## config.mk

```make
export PLATFORM = sky130hd
export DESIGN_NAME = mult_seq
export DESIGN_NICKNAME = d
export VERILOG_FILES = /design/src/rtl/mult_pkg.sv /design/src/rtl/mult_negate.sv /design/src/rtl/mult_seq.sv
export SDC_FILE = /design/constraint.sdc
export NUM_CORES = 1
export LEC_CHECK = 0
export ABC_AREA = 1
export CORE_MARGIN = 2
export CORE_UTILIZATION = 55
export DETAILED_ROUTE_END_ITERATION = 7
export PLACE_DENSITY = 0.75
export SYNTH_ARGS = -nofsm -noshare
export SYNTH_HDL_FRONTEND = slang
export SYNTH_SLANG_ARGS = --single-unit
```

## constraint.sdc

```tcl
create_clock -name clock -period 7.9 [get_ports clock]
set_input_delay 1.58 -clock clock [delete_from_list [all_inputs] [get_ports clock]]
set_output_delay 1.58 -clock clock [all_outputs]
set_load 0.005 [all_outputs]
```

## src/rtl/mult_pkg.sv

```systemverilog
// rtl/mult_pkg.sv - shared types and constants for the sequential multiplier
package mult_pkg;

  localparam int MULT_W    = 32;
  localparam int MULT_ITER = 32;
  localparam int CNT_W     = 6;

  typedef enum logic [1:0] {
    IDLE,
    RUN,
    FIX
  } mult_state_t;

endpackage

```

## src/rtl/mult_negate.sv

```systemverilog
// rtl/mult_negate.sv - conditional two's-complement negate
module mult_negate #(
  parameter int W = 32
) (
  input  logic [W-1:0] in,
  input  logic         en,
  output logic [W-1:0] out
);

  assign out = en ? (~in + W'(1)) : in;

endmodule

```

## src/rtl/mult_seq.sv

```systemverilog
// rtl/mult_seq.sv - iterative shift-add MULT/MULTU unit, one iteration per clock
// Optional MULT_SEQ_EARLY_EXIT_EN: stop iterating once the remaining multiplier is zero.
module mult_seq
  import mult_pkg::*;
#(
  parameter int WIDTH = MULT_W
) (
  input  logic             clock,
  input  logic             reset,
  input  logic             start,
  input  logic             sign,
  input  logic [WIDTH-1:0] multiplicand,
  input  logic [WIDTH-1:0] multiplier,
  output logic [WIDTH-1:0] hi,
  output logic [WIDTH-1:0] lo,
  output logic             busy,
  output logic             done
);

  localparam logic [CNT_W-1:0] LAST_CNT = CNT_W'(WIDTH - 1);

  mult_state_t        state, next_state;
  logic [2*WIDTH-1:0] acc, mc, prod;
  logic [WIDTH-1:0]   mb, ma_mag, mb_mag;
  logic [CNT_W-1:0]   cnt;
  logic               neg, last_iter;

  mult_negate #(.W(WIDTH)) u_neg_a (
    .in (multiplicand),
    .en (sign & multiplicand[WIDTH-1]),
    .out(ma_mag)
  );

  mult_negate #(.W(WIDTH)) u_neg_b (
    .in (multiplier),
    .en (sign & multiplier[WIDTH-1]),
    .out(mb_mag)
  );

  mult_negate #(.W(2*WIDTH)) u_neg_p (
    .in (acc),
    .en (neg),
    .out(prod)
  );

`ifdef MULT_SEQ_EARLY_EXIT_EN
  // Post-shift multiplier empty means no partial products remain.
  assign last_iter = (cnt == LAST_CNT) || (mb[WIDTH-1:1] == '0);
`else
  assign last_iter = (cnt == LAST_CNT);
`endif

  assign busy = (state != IDLE);

  always_ff @(posedge clock or posedge reset) begin
    if (reset) state <= IDLE;
    else       state <= next_state;
  end

  always_comb begin
    next_state = state;
    case (state)
      IDLE: begin
        if (start) begin
`ifdef MULT_SEQ_EARLY_EXIT_EN
          next_state = (mb_mag == '0) ? FIX : RUN;
`else
          next_state = RUN;
`endif
        end
      end
      RUN:     if (last_iter) next_state = FIX;
      FIX:     next_state = IDLE;
      default: next_state = IDLE;
    endcase
  end

  always_ff @(posedge clock or posedge reset) begin
    if (reset) begin
      acc  <= '0;
      mc   <= '0;
      mb   <= '0;
      cnt  <= '0;
      neg  <= 1'b0;
      hi   <= '0;
      lo   <= '0;
      done <= 1'b0;
    end else begin
      done <= 1'b0;
      case (state)
        IDLE: begin
          if (start) begin
            acc <= '0;
            mc  <= {{WIDTH{1'b0}}, ma_mag};
            mb  <= mb_mag;
            cnt <= '0;
            neg <= sign & (multiplicand[WIDTH-1] ^ multiplier[WIDTH-1]);
          end
        end
        RUN: begin
          if (mb[0]) acc <= acc + mc;
          mc  <= mc << 1;
          mb  <= mb >> 1;
          cnt <= cnt + CNT_W'(1);
        end
        FIX: begin
          {hi, lo} <= prod;
          done     <= 1'b1;
        end
        default: ;
      endcase
    end
  end

endmodule
```

==> results.txt, run 1 <==
The die height came out at between 150 and 200 um. The antenna violation net count after detailed routing is 0. The share of total power in sequential cells is 27.0%.

sky130_fd_sc_hd__dfrtp_1 takes more of the synthesized area than any other cell. The critical path data required time came out at 8370 ps. The largest voltage drop on the vdd net is 0.000216 V. After clock tree synthesis, the clock-pin slew on the worst setup and hold paths is 60 ps. Data on the critical path arrives at its endpoint at between 4000 and 5000 ps.

The final critical path takes up 55.8% of the cycle. The final critical-path required period came out at 4410 ps. The internal cell power came out at between 4 and 5 mW. The type of the worst setup path is input port to flip-flop. The maximum clock insertion buffer count is 3.

The buffer count from post-CTS setup fixing is 0. The total negative slack is 0 ps. The placed wire-length estimate came out at 47.9 mm. The part of the Yosys area used for sequential elements came out at a little under a third. The clock latency on the worst-skew pair is 560 ps.

The share of layout cells above drive strength 1 came out at 5.45%. During placement, the flow inserted port buffers numbering between 100 and 150. STA classifies the critical path endpoint as a flip-flop. The final layout contains routed wiring with a total length of 60.3 mm. After synthesis, the most frequently instantiated cells are sky130_fd_sc_hd__nand2_1, sky130_fd_sc_hd__inv_1, sky130_fd_sc_hd__nor2_1.

At the end of the flow the core is filled with cells to 63.5%. In this run, post-CTS hold repair placed 0 buffers. The hold violation total from the final report came out at 0.

The area growth from synthesis to final layout is 14.6%. The floorplan step defined a core boundary enclosing 33,300 um2. The final-report max-slew violation count is 0. The initial antenna violation count came to 0.

The fmax came out at 0.227 GHz. The first global-routing pass estimated 96.1 mm of wire. The post-route clock skew is 15.5 ps. The tightest min-delay check is of the flip-flop to flip-flop type. Setup repair after global routing left no endpoint under its margin. In this run the power spent charging and discharging nets is 4.37 mW.

The initial utilization of the core area, before any placement, comes to 55.4%. Net switching is between 50% and 60% of the power. Setup violations remaining at the end of the flow were counted as 0. The number of ports placed on the die boundary is around 130.

The number of sinks on the clock net is 234. The most common cell in the synthesized netlist is sky130_fd_sc_hd__nand2_1. The number of clock buffers added by TritonCTS is 28.

The number of diodes added for antenna fixing came out at 0. The worst pin sits at a relative slew slack of 28.4%. The maximum level of the CTS H-tree came out at 1. The ratio of routed vias to standard cells is 5.47. The total die area is about 35,000 um2. Gates resized during post-CTS repair numbered 0. The largest fanout on the critical path is 44. Synthesis produced a netlist whose cell count is roughly 3,000. Measured along the x axis, the die boundary spans 187 um. Routability-driven placement finished with a final weighted congestion of 0.962.

After synthesis, the cell types taking the most area are sky130_fd_sc_hd__dfrtp_1, sky130_fd_sc_hd__nand2_1, sky130_fd_sc_hd__inv_1, sky130_fd_sc_hd__nor2_1, sky130_fd_sc_hd__nand3_1. CTS placed an instance of sky130_fd_sc_hd__clkbuf_16 at the clock tree root. The distinct cell type count after synthesis is 49.

The fraction of registers with async set/reset came out at 100%. The pin count of the biggest net entering global routing came out at 79. The per-instance average area after synthesis is 6.24 um2. Counting flops and latches in the post-synthesis netlist gives 234. The number of iterations in the first detailed-routing pass came out at 6. TritonCTS built the clock tree. The total number of vias came out at roughly 19,000. The max-cap check violation count is 0.

The power density over the cells is between 400 and 500 nW/um2. For this run, the leading register cell type out of synthesis is sky130_fd_sc_hd__dfrtp_1. The count of yosys warnings during synthesis is 0. The run finished with clean final reports. The net count of the finished layout is 3,198.

The total global-route track usage is between 30% and 40%. The via count of the first global-routing pass is 18,146. The static leakage power is 11.0 nW. The number of flops mapped to enable cells by yosys is 0. The area of the mapped netlist is 18,500 um2. The kind of launch point of the worst setup path is an input port. The clock group share of total power is roughly 16%.

For this block, the initial DRC count from the detailed router was 1,647. After detailed routing, the number of remaining DRC violations is 0. The share of synthesized area in the top cell type comes to 31.7%. The global route total overflow is 0.

For the pin with the worst max-slew slack, the measured transition is 1070 ps. The combinational cell fraction of total power came out at 56.7%. The number of rows in the core area is 67. The number of nets produced by synthesis is between 3,000 and 4,000. In the final routed layout, each cell accounts on average for 17.1 um.
state kept, by name, indices dropped and copies added (netlist names):
register / flops
lo: 32
hi: 32
state: 2
acc: 64
mb: 32
neg: 1
mc: 64
done: 1
cnt: 6
power by group through the flow:
stage	clock, mW	combinational [mW]	sequential, mW
floorplan	0	3.41	2.05
global placement	0	4.66	2.29
detailed placement	0	4.77	2.30
CTS	1.41	4.80	2.29
global route	1.47	5.47	2.36
finish	1.41	4.88	2.32
logic make-up after synthesis:
logic type / after synthesis / synth area share [%]
XOR/XNOR: 60 / 2.85
AND/OR/NAND/NOR: 1669 / 37.7
flip-flops: 234 / 31.7
buffers and inverters: 555 / 11.5
adder cells (fa/ha/maj): 68 / 4.65
AO/OA/AOI/OAI: 369 / 11.5
critical path: stages:
cell and delay (ps):
sky130_fd_sc_hd__clkdlybuf4s50_1 410, sky130_fd_sc_hd__nand2_2 630, sky130_fd_sc_hd__inv_2 480, sky130_fd_sc_hd__nor2_4 560
sky130_fd_sc_hd__buf_4 510, sky130_fd_sc_hd__inv_2 370, sky130_fd_sc_hd__o21ai_0 270
metal layers:
metal	vias up	wire [um]	share of wire, %	track usage (%)
met5	-	0	0	0
met4	0	1770	2.9	9.62
met3	117	4720	7.8	4.05
met2	754	27100	45	56.6
met1	8908	26700	44	47.9
li1	9547	-	-	-
worst paths after layout:
check                         start      to  slack [ps]  cells past startpoint
max in group asynchronous     reset     neg        4880                      3
setup / recovery              start  mc[32]        3490                      7
min in group asynchronous     reset  acc[1]        1500                      2
setup reg to reg           state[1]  acc[3]        4240                      9
hold reg to reg              hi[18]  hi[18]         480                      2
hold / removal               hi[18]  hi[18]         480                      2
placed cells by master (no fill, tap or decap), types with 55 or more instances in the layout:
cell type,count
sky130_fd_sc_hd__o21ai_0,77
sky130_fd_sc_hd__nor2_1,301
sky130_fd_sc_hd__dfrtp_1,233
sky130_fd_sc_hd__nand2_1,1025
sky130_fd_sc_hd__a22oi_1,55
sky130_fd_sc_hd__ha_1,67
sky130_fd_sc_hd__inv_1,446
sky130_fd_sc_hd__clkdlybuf4s50_1,133
sky130_fd_sc_hd__o21ai_1,73
sky130_fd_sc_hd__nand3_1,213
sky130_fd_sc_hd__a21oi_1,84
layout make-up:
cell class / count / area, um2
clock buffer: 35 / 788
clock inverter: 15 / 220
fill: 3254 / 12100
inverter: 490 / 1840
multi-input combinational: 2166 / 10500
sequential: 234 / 5860
tap: 448 / 561
timing repair buffer: 142 / 1400
through the flow:
stage	setup WS, ps	instance area, um2	power [mW]	hold slack (ps)	instances
finish	3490	21100	8.61	477	3530
global route	3230	21100	9.31	497	3530
CTS	3540	21100	8.50	480	3530
detailed placement	2990	20100	7.07	464	3480
global placement	3090	20100	6.94	462	3480
floorplan	3260	18500	5.46	450	2955
Power figures use the tool's default switching activity.
==> run 2: changes to the inputs <==
==> constraint.sdc (replaced) <==
create_clock -name clock -period 3.85 [get_ports clock]
set_input_delay 0.77 -clock clock [delete_from_list [all_inputs] [get_ports clock]]
set_output_delay 0.77 -clock clock [all_outputs]
set_load 0.005 [all_outputs]
==> run 2 against run 1 <==
Sequential share of layout area about the same. Core utilization increased by 0.071 points. Critical path depth increased by 5. Worst hold slack about the same. Clock-buffer cell count increased by 1. Register-to-register slack got worse by 3100 ps. Largest cell class unchanged. Highest routed layer unchanged.
==> results.txt, run 2 (synthesis results as in run 1) <==
Status: finished, final reports clean (unchanged). The maximum clock insertion buffer count is 3 (unchanged). The total die area is 35,000 um2 (unchanged). The initial antenna violation count came out at 0 (unchanged).

The max-cap check violation count came out at 0 (unchanged). The power density over the cells is 825 nW/um2 (was 407 nW/um2). The kind of launch point of the worst setup path is a flip-flop (was input port).

The number of diodes added for antenna fixing was 0 (unchanged). The launching element of the worst setup path is acc[7] (was start). The area growth from synthesis to final layout came out at 14.7% (was 14.6%). The area of the placeable core was 33,300 um2 (unchanged). The count of cell instances traversed by the critical path came to 12 (was 7). The critical path data required time came out at 4260 ps (was 8370 ps). The ratio of routed vias to standard cells was 5.48 (was 5.47).

The die height was 187 um (unchanged). The critical path's top delay family was simple AND/OR/NAND/NOR gates (was buffers and inverters). The final critical-path required period came out at 2700 ps.

The dominant cell type by count on the critical path is sky130_fd_sc_hd__nand2_1 (was sky130_fd_sc_hd__inv_2). The detail-routed net length per standard cell is 17.0 um (was 17.1 um). The total DRC errors in the routed layout came out at 0 (unchanged). The fmax came out at 0.371 GHz.

The count of routing violations after the opening detailed-route iteration came out at 1,642 (was 1,647). The worst reg2reg path startpoint was acc[7] (was state[1]). The post-detailed-routing wire length came to 60.3 mm (about the same).

The buffer count from post-CTS setup fixing came out at 0 (unchanged). The net total in the final layout is 3,204 (was 3,198). The global route total overflow came out at 0 (unchanged).

The total number of vias came out at 19,356 (was 19,326). RSZ-0062 raised after global routing: no (unchanged). The worst path buffer plus inverter count came to 2 (was 4). The number of cells on the worst reg-to-reg path is 12 (was 9). The register-to-register path setup slack is 1150 ps (was 4240 ps). The static leakage power is 11.1 nW (was 11.0 nW).

The type of the worst setup path is flip-flop to flip-flop (was input port to flip-flop). The share of layout cells above drive strength 1 is 5.64% (was 5.45%). The worst path uses approximately 70% of the clock period.

The number of gates given a new drive strength after cts is 0 (unchanged). The pin count of the biggest net entering global routing is 86 (was 79). The number of port buffers is 133 (unchanged).

The initial core utilization is 55.4% (unchanged). The nature of the critical path endpoint was a flip-flop (unchanged). The clock tree from TritonCTS is built (unchanged). The number of sinks on the clock net is 234 (unchanged). The highest-delay cell along the critical path is sky130_fd_sc_hd__dfrtp_1 (was sky130_fd_sc_hd__nand2_2).

The antenna violation net count after detailed routing was 0 (unchanged). The largest fanout on the critical path is 5 (was 44). The number of buffers created by CTS came to 27 (was 28). The normalized max-slew margin is 33.9% (was 28.4%). The number of endpoints failing setup at the final stage came to 0 (unchanged). The number of rows in the core area came out at 67 (unchanged).

Ordered cell list for the critical path: ha_1 > nand2_1 > inv_1 > nand2_1 > nand2_1 > inv_1 > nand3_1 > nand3_1 > nand2_1 > or2_1 > nand3_1 > o21ai_0 (was clkdlybuf4s50_1 > nand2_2 > inv_2 > nor2_4 > buf_4 > inv_2 > o21ai_0). The number of ports placed on the die boundary is 134 (unchanged). The post-route worst setup slack came out at 1150 ps (was 3490 ps).

The data arrival time at the worst-slack endpoint came to 3110 ps (was 4880 ps). Most frequent cells in the layout: sky130_fd_sc_hd__nand2_1, sky130_fd_sc_hd__inv_1, sky130_fd_sc_hd__nor2_1, sky130_fd_sc_hd__dfrtp_1, sky130_fd_sc_hd__nand3_1 (unchanged). The actual slew at the worst max-slew pin was 992 ps (was 1070 ps).

The via count of the first global-routing pass came out at 18,219 (was 18,146). The commonest non-fill, non-tap cell in the layout is sky130_fd_sc_hd__nand2_1 (unchanged). The total global-route track usage is 34.5% (was 34.4%). The horizontal die dimension was 187 um (unchanged). The number of iterations in the first detailed-routing pass is 5 (was 6).

Registers with the highest flip-flop counts: acc: 64 flops, mc: 64 flops (unchanged). The worst min-delay path category is flip-flop to flip-flop (unchanged). The largest voltage drop on the vdd net is 0.000445 V (was 0.000216 V). The number of standard cells in the final layout excluding fillers is 3,535 (was 3,530). The maximum level of the CTS H-tree came out at 1 (unchanged).

The clock slew at the register clock pins of the worst setup and hold paths is 60 ps (about the same). The number of cells in the design after placement came out at 3,487 (was 3,480). The global-route wire length before repair is 96.4 mm (was 96.1 mm).

The end point of the critical path was acc[25] (was mc[32]). The root buffer cell was sky130_fd_sc_hd__clkbuf_16 (unchanged). The clock latency on the worst-skew pair came out at 560 ps (about the same).

The total negative slack is 0 ps (unchanged). The worst-case setup slack after placement came out at 1040 ps (was 2990 ps). The number of hold buffers added after CTS was 0 (unchanged).

The hold violation total from the final report came to 0 (unchanged). The terminus of the critical flop-to-flop path is acc[25] (was acc[3]). The global placer's final weighted congestion is 0.975 (was 0.962). The final-report max-slew violation count came out at 0 (unchanged).

The highest cell delay on the worst timing path came out at 450 ps (was 630 ps). The post-route clock skew came to 14.2 ps (was 15.5 ps). The placed wire-length estimate came to 47.6 mm (was 47.9 mm).
[run 2: changes by cell type in the layout (fill, tap and decap cells not counted), sizes merged]
cell      delta
clkbuf       +1
clkinvlp     -1
bufinv       -2
buf          +7
[run 2: per-layer routing]
layer  part of all wire (%)  track usage [%]  vias up
li1                       -                -     9543
met5                      0                0        -
met1                     45             48.5     8981
met3                    7.8             4.47      103
met2                     44             55.7      729
met4                    3.0             10.5        0
[run 2: worst min path at each step]
stage               startpoint     end  cells after the start  slack [ps]
floorplan               mb[31]  mb[31]                      2         450
CTS                     hi[21]  hi[21]                      2         480
global placement        hi[10]  hi[10]                      2         460
detailed placement      hi[21]  hi[21]                      2         460
global route             hi[6]   hi[6]                      2         500
finish                  hi[26]  hi[26]                      2         480
[run 2: cell type report]
| cell class | instances | area [um2] |
|---|---|---|
| flip-flops and latches | 234 | 5860 |
| repair buffers | 149 | 1490 |
| clock buffers | 36 | 790 |
| clock inverters | 12 | 153 |
| multi-input cells | 2166 | 10500 |
| fillers | 3227 | 12100 |
| well taps | 448 | 561 |
| inverters | 490 | 1840 |
[run 2: power breakdown]
part	internal [mW]	total [mW]	leakage, nW	switching, mW
Sequential	3.50	4.76	2.91	1.26
Clock	1.64	2.73	0.467	1.10
Combinational	3.43	9.97	7.68	6.54
Total	8.57	17.5	11.1	8.90
[run 2: worst register-to-register path: stages (launching register included)]
cell and delay, ps:
sky130_fd_sc_hd__dfrtp_1 450, sky130_fd_sc_hd__ha_1 400, sky130_fd_sc_hd__nand2_1 210, sky130_fd_sc_hd__inv_1 60, sky130_fd_sc_hd__nand2_1 60, sky130_fd_sc_hd__nand2_1 110
sky130_fd_sc_hd__inv_1 90, sky130_fd_sc_hd__nand3_1 290, sky130_fd_sc_hd__nand3_1 180, sky130_fd_sc_hd__nand2_1 180, sky130_fd_sc_hd__or2_1 260, sky130_fd_sc_hd__nand3_1 140
sky130_fd_sc_hd__o21ai_0 120
[run 2: through the flow]
step	hold WS [ps]	total power [mW]	cell area (um2)	util [%]
finish	477	17.5	21200	63.6
global route	502	18.9	21200	63.6
CTS	481	17.3	21200	63.6
detailed placement	465	14.5	20200	60.8
global placement	462	14.2	20200	60.8
floorplan	450	11.2	18500	-
